--- src/rtl/am_regmux.sv ---
// am_regmux: registered N-channel multiplexer with optional auto-scan.
//
// Selects one of CHANNELS input words, either from the external select s
// (manual mode) or from an internal scan counter (scan mode). The chosen word
// is captured in an output register. y exposes that register through an
// active-low output gate.
//
// Ports:
//   clk     rising-edge clock
//   rst     synchronous reset, active-high; clears all state
//   d       packed channel words, channel k at d[k*WIDTH +: WIDTH]
//   s       external select, or the scan preset when ld_sel=1
//   en_     active-low clock enable; 1 holds yreg/ch/cnt and clears wrap
//   scan    0 = manual select by s, 1 = auto-scan by the internal counter
//   ld_sel  scan mode only: use s this cycle and re-seed the counter from it
//   oe_     active-low output gate; 1 forces y to zero (combinational)
//   y       gated registered channel word
//   ch      index of the channel held in the output register
//   wrap    registered pulse: last capture was channel CHANNELS-1 in scan mode
module am_regmux #(
  parameter  int WIDTH    = 4,
  parameter  int CHANNELS = 2,
  localparam int SELW     = ($clog2(CHANNELS) > 1) ? $clog2(CHANNELS) : 1
) (
  input  logic                      clk,
  input  logic                      rst,
  input  logic [WIDTH*CHANNELS-1:0] d,
  input  logic [SELW-1:0]           s,
  input  logic                      en_,
  input  logic                      scan,
  input  logic                      ld_sel,
  input  logic                      oe_,
  output logic [WIDTH-1:0]          y,
  output logic [SELW-1:0]           ch,
  output logic                      wrap
);

  // One extra bit so CHANNELS itself is representable when it is a power of two.
  localparam logic [SELW:0] NUM_CH  = CHANNELS[SELW:0];
  localparam logic [SELW:0] LAST_CH = NUM_CH - {{SELW{1'b0}}, 1'b1};

  logic [WIDTH-1:0] yreg_q, yreg_d;
  logic [SELW-1:0]  ch_q, ch_d;
  logic [SELW-1:0]  cnt_q, cnt_d;
  logic             wrap_q, wrap_d;

  logic [SELW-1:0]  sel_s;
  logic             in_range_s;
  logic             is_last_s;
  logic [WIDTH-1:0] word_s;

  // Effective select and the word it addresses.
  always_comb begin
    sel_s      = s;
    in_range_s = 1'b0;
    is_last_s  = 1'b0;
    word_s     = {WIDTH{1'b0}};
    if (scan && !ld_sel) begin
      sel_s = cnt_q;
    end else begin
      sel_s = s;
    end
    in_range_s = ({1'b0, sel_s} < NUM_CH);
    is_last_s  = ({1'b0, sel_s} == LAST_CH);
    // Unused select codes (non power-of-two CHANNELS) capture zero.
    if (in_range_s) begin
      word_s = d[sel_s*WIDTH +: WIDTH];
    end else begin
      word_s = {WIDTH{1'b0}};
    end
  end

  // Next-state computation for the capture register, channel index, counter and wrap.
  always_comb begin
    yreg_d = yreg_q;
    ch_d   = ch_q;
    cnt_d  = cnt_q;
    wrap_d = 1'b0;
    if (en_) begin
      // Disabled: hold captured state, wrap is a one-cycle pulse so it drops.
      yreg_d = yreg_q;
      ch_d   = ch_q;
      cnt_d  = cnt_q;
      wrap_d = 1'b0;
    end else begin
      yreg_d = word_s;
      ch_d   = sel_s;
      if (scan) begin
        // The counter is only ever written with 0 or an in-range sel+1.
        if (is_last_s || !in_range_s) begin
          cnt_d = {SELW{1'b0}};
        end else begin
          cnt_d = sel_s + SELW'(1'b1);
        end
        wrap_d = is_last_s;
      end else begin
        // Manual mode freezes the counter so scanning can resume later.
        cnt_d  = cnt_q;
        wrap_d = 1'b0;
      end
    end
  end

  // State register with synchronous reset.
  always_ff @(posedge clk) begin
    if (rst) begin
      yreg_q <= {WIDTH{1'b0}};
      ch_q   <= {SELW{1'b0}};
      cnt_q  <= {SELW{1'b0}};
      wrap_q <= 1'b0;
    end else begin
      yreg_q <= yreg_d;
      ch_q   <= ch_d;
      cnt_q  <= cnt_d;
      wrap_q <= wrap_d;
    end
  end

  // Output gate is combinational on purpose: oe_ acts with zero latency.
  assign y    = oe_ ? {WIDTH{1'b0}} : yreg_q;
  assign ch   = ch_q;
  assign wrap = wrap_q;

endmodule
--- config.mk ---
export PLATFORM = sky130hd
export DESIGN_NAME = am_regmux
export DESIGN_NICKNAME = d
export VERILOG_FILES = /design/src/rtl/am_regmux.sv
export SDC_FILE = /design/constraint.sdc
export NUM_CORES = 1
export LEC_CHECK = 0
export BUFFER_PORTS_ARGS = -buffer_cell sky130_fd_sc_hd__buf_2
export CAP_MARGIN = 10
export CORE_AREA = 10 10 47 49
export CTS_CLUSTER_DIAMETER = 120
export CTS_CLUSTER_SIZE = 12
export DETAILED_ROUTE_END_ITERATION = 10
export DIE_AREA = 0 0 57 59
export PLACE_DENSITY_LB_ADDON = 0.08
export SLEW_MARGIN = 20
export SYNTH_ARGS = -nofsm -noshare
export SYNTH_HDL_FRONTEND = slang
export SYNTH_SLANG_ARGS = --single-unit
--- constraint.sdc ---
create_clock -name clk -period 2.2 [get_ports clk]
set_input_delay 0.44 -clock clk [delete_from_list [all_inputs] [get_ports clk]]
set_output_delay 0.44 -clock clk [all_outputs]
set_load 0.1 [all_outputs]
==> results.rst <==
.. list-table::
   :header-rows: 1

   * - Metric
     - Value
   * - Cell internal power dissipation
     - 0.232 mW
   * - Seq. cell area
     - 140 sq um
   * - Last weighted congestion value of the routability-driven placer
     - 0.702
   * - Crit path buffers/inverters
     - 2
   * - Number of global-route vias before repair
     - 386
   * - Number of cells on the worst hold path
     - 2
   * - Worst R2R Path Depth
     - 3
   * - Maximum level of the CTS H-tree
     - 1
   * - Startpoint kind of the worst setup timing path
     - flop
   * - Initial antenna violation count
     - 0
   * - HPWL after detailed placement
     - 873 microns
   * - Met2 routed WL
     - 504 microns
   * - Area inside the core boundary
     - 0.00140 sq mm
   * - Met3 routed WL
     - 109 microns
   * - Critical path required time
     - 1.76 ns
   * - Cell variety after synth
     - 16
   * - Number of buffers added by the clock tree synthesis step
     - 3
   * - Number of warning messages in the yosys log
     - 0
   * - Post-Route M1 WL
     - 443 microns
   * - Count of state elements after synthesis
     - 7
   * - Number of iterations in the first detailed-routing pass
     - 4
   * - Routed via count divided by cell count
     - 4.84
   * - Power per Cell Area
     - 703 mW/mm^2
   * - Post-DR wirelength/cell
     - 13.0 microns
   * - Run status
     - finished, final reports clean
   * - Count of nets left with antenna violations after detail routing
     - 0
   * - Final count of negative-setup-slack endpoints
     - 0
   * - Die height
     - 59 microns
   * - Cell type with the largest total area after synthesis
     - sky130_fd_sc_hd__dfxtp_1
   * - Area added between synthesis and finish
     - 35.7%
   * - Clock transition at the registers of the reported paths
     - 0.05 ns
   * - Fraction of power consumed by combinational cells
     - 27.2%
   * - Total grt overflow
     - 0
   * - Worst slew margin relative to its limit
     - 67.1%
   * - Area enclosed by the die boundary
     - 0.00336 sq mm
   * - Worst stage delay on the critical path
     - 0.43 ns
   * - Average instance area after synthesis
     - 8.36 sq um
   * - Net count of the finished layout
     - 82
   * - Final worst path period share
     - 70.6%
   * - Total net switching power
     - 0.119 mW
   * - Combined area of the multi-input logic cells
     - 198 sq um
   * - Clock period minus worst slack
     - 1.55 ns
   * - Final slew viol count
     - 0
   * - Part of the total power dissipated in the clock network
     - 33.5%
   * - Worst-margin pin slew
     - 0.481 ns
   * - Global-route usage over all layers
     - 6.58%
   * - Setup Total Neg Slack
     - 0 ns
   * - Die extent in x
     - 57 microns
   * - Post-synth top area share
     - 38.1%
   * - Sort of element at the end of the critical path
     - output pin
   * - Seq pwr share
     - 39.3%
   * - Count of final hold-check violations
     - 0
   * - Endpoint of the worst register-to-register path
     - yreg_q[1]
   * - Cell types occupying the most area after synthesis
     - sky130_fd_sc_hd__dfxtp_1 (38%), sky130_fd_sc_hd__a211oi_1 (10%), sky130_fd_sc_hd__a21o_1 (10%)
   * - Commonest cells after routing, fill and taps aside
     - sky130_fd_sc_hd__buf_2 (20), sky130_fd_sc_hd__nor2_1 (8), sky130_fd_sc_hd__dfxtp_1 (7), sky130_fd_sc_hd__a21o_1 (5), sky130_fd_sc_hd__a211oi_1 (5)
   * - Maximum clock frequency
     - 0.644 GHz
   * - Setup Fix Bufs, Post-CTS
     - 0
   * - Count of input and output buffers
     - 20
   * - Layout cell share with drive strength beyond 1
     - 34.8%
   * - Starting density of the core
     - 26.3%
   * - Syn_nets
     - 59
   * - Switching power as a share of total power
     - 34.0%
   * - Worst Setup Path Type
     - reg2out
   * - Wire length reported by the detailed router
     - 1070 microns
   * - FF-to-FF setup slack
     - 0.93 ns
   * - Total non-filler cell area in the finished layout
     - 499 sq um
   * - Crit Path Max Fanout
     - 2
   * - CTS sink count
     - 7
   * - Clk_skew
     - 0.00451 ns
   * - Sequential cell area fraction in the yosys report
     - 38.1%
   * - Clock tree from TritonCTS
     - built
   * - Remaining routing DRC violations
     - 0
   * - Longest Clk Path Bufs
     - 2
   * - Worst min-delay path class
     - in2reg
   * - Share of flip-flops with an asynchronous set or reset
     - 0%
   * - Hold Crit Endpoint
     - cnt_q
   * - Clock Root Buffer
     - sky130_fd_sc_hd__clkbuf_4
   * - Number of flops mapped to enable cells by yosys
     - 0
   * - Area of the mapped netlist
     - 368 sq um
   * - Flip-flop cell with the highest count after synthesis
     - sky130_fd_sc_hd__dfxtp_1
   * - Synthesized instance count
     - 44
   * - Maximum number of pins on one net before global-route repair
     - 16
   * - Critical path arrival
     - 1.11 ns
   * - Number of design-rule violations left by the first detailed-router iteration
     - 5
   * - Standard-cell row count
     - 14
   * - Cell with the biggest individual delay on the critical path
     - sky130_fd_sc_hd__buf_2
   * - Global-route wire length before repair
     - 1710 microns
   * - FF-to-FF Start
     - cnt_q
   * - Highest metal used
     - met4
   * - Delay-heaviest family, CP
     - buffers and inverters
   * - Top-level port count
     - 21
   * - DP Area
     - 473 sq um
   * - Cell-by-cell trace of the critical path
     - inv_1 > nor2_1 > buf_2
   * - Fill count
     - 169
   * - Worst skew pair latency
     - 0.25 ns
   * - Number of vias in the routed layout
     - 397
   * - Post-cts repair resize count
     - 0
   * - Leading cell type in the layout, fill and taps excluded
     - sky130_fd_sc_hd__buf_2
   * - Maxcap violations
     - 0
   * - Number of hold buffers added after cts
     - 0
   * - Lkg Pwr
     - 0.247 nW
   * - Highest ir drop seen on vdd
     - 421 uV
   * - RSZ-0062 raised after global routing
     - false
   * - Diode insertion count for antenna repair
     - 0
   * - Hold Crit Start
     - rst
power groups by stage:
stage	clock (mW)	sequential, mW	combinational (mW)
floorplan	0	0.153	0.0569
global route	0.134	0.139	0.103
finish	0.117	0.138	0.0956
CTS	0.124	0.138	0.0969
global placement	0	0.141	0.0968
detailed placement	0	0.141	0.0967
cell type report:
type                            instances  area share, %
Sequential cell                         7           28.1
Tap cell                               16           4.01
Clock buffer                            4           5.26
Timing Repair Buffer                   20           20.1
Multi-Input combinational cell         31           39.6
Inverter                                4           3.01
worst max-delay path by stage:
stage	startpoint	endpoint	slack, ns	cells past startpoint
floorplan	oe_	y[0]	0.07	1
global placement	ld_sel	yreg_q[1]	0.59	4
detailed placement	ld_sel	yreg_q[1]	0.66	4
CTS	yreg_q[0]	y[0]	0.63	3
global route	yreg_q[0]	y[0]	0.56	3
finish	yreg_q[2]	y[2]	0.65	3
sequential cells by signal (all words and copies together), names as in the netlist:
name / count
yreg_q: 4
ch: 1
cnt_q: 1
wrap: 1
synthesized netlist by cell type (all sizes together) (2+ instances only):
cell type / n
inv: 4
nor2: 8
nand2b: 2
a211oi: 5
a2111oi: 4
a21o: 5
dfxtp: 7
cells by family after synthesis:
logic type / Yosys count / synth area share (%)
buf+inv: 6 / 8.16
flops: 7 / 38.1
compound gates: 16 / 33.7
simple gates: 15 / 20.1
metrics by stage:
step | hold slack (ns) | cells | worst slack [ns] | power [mW] | util, %
final | 0.449 | 82 | 0.647 | 0.351 | 35.6
after global routing | 0.469 | 82 | 0.556 | 0.376 | 35.6
after CTS | 0.447 | 82 | 0.629 | 0.359 | 35.6
after detailed placement | 0.447 | 78 | 0.656 | 0.237 | 33.8
after floorplan | 0.426 | 44 | 0.0691 | 0.210 | -
after global placement | 0.448 | 78 | 0.591 | 0.238 | 33.8
worst register-to-register path: stages (launching register included):
cell,delay [ns]
sky130_fd_sc_hd__dfxtp_1,0.30
sky130_fd_sc_hd__and3b_1,0.24
sky130_fd_sc_hd__a2111oi_0,0.50
sky130_fd_sc_hd__a211oi_1,0.09
routing by layer:
layer	global-route usage [%]	vias up
met5	0	-
met4	1.01	0
met3	6.01	2
met2	10.2	16
met1	6.56	174
li1	-	205
(Power assumes the default switching activity.)
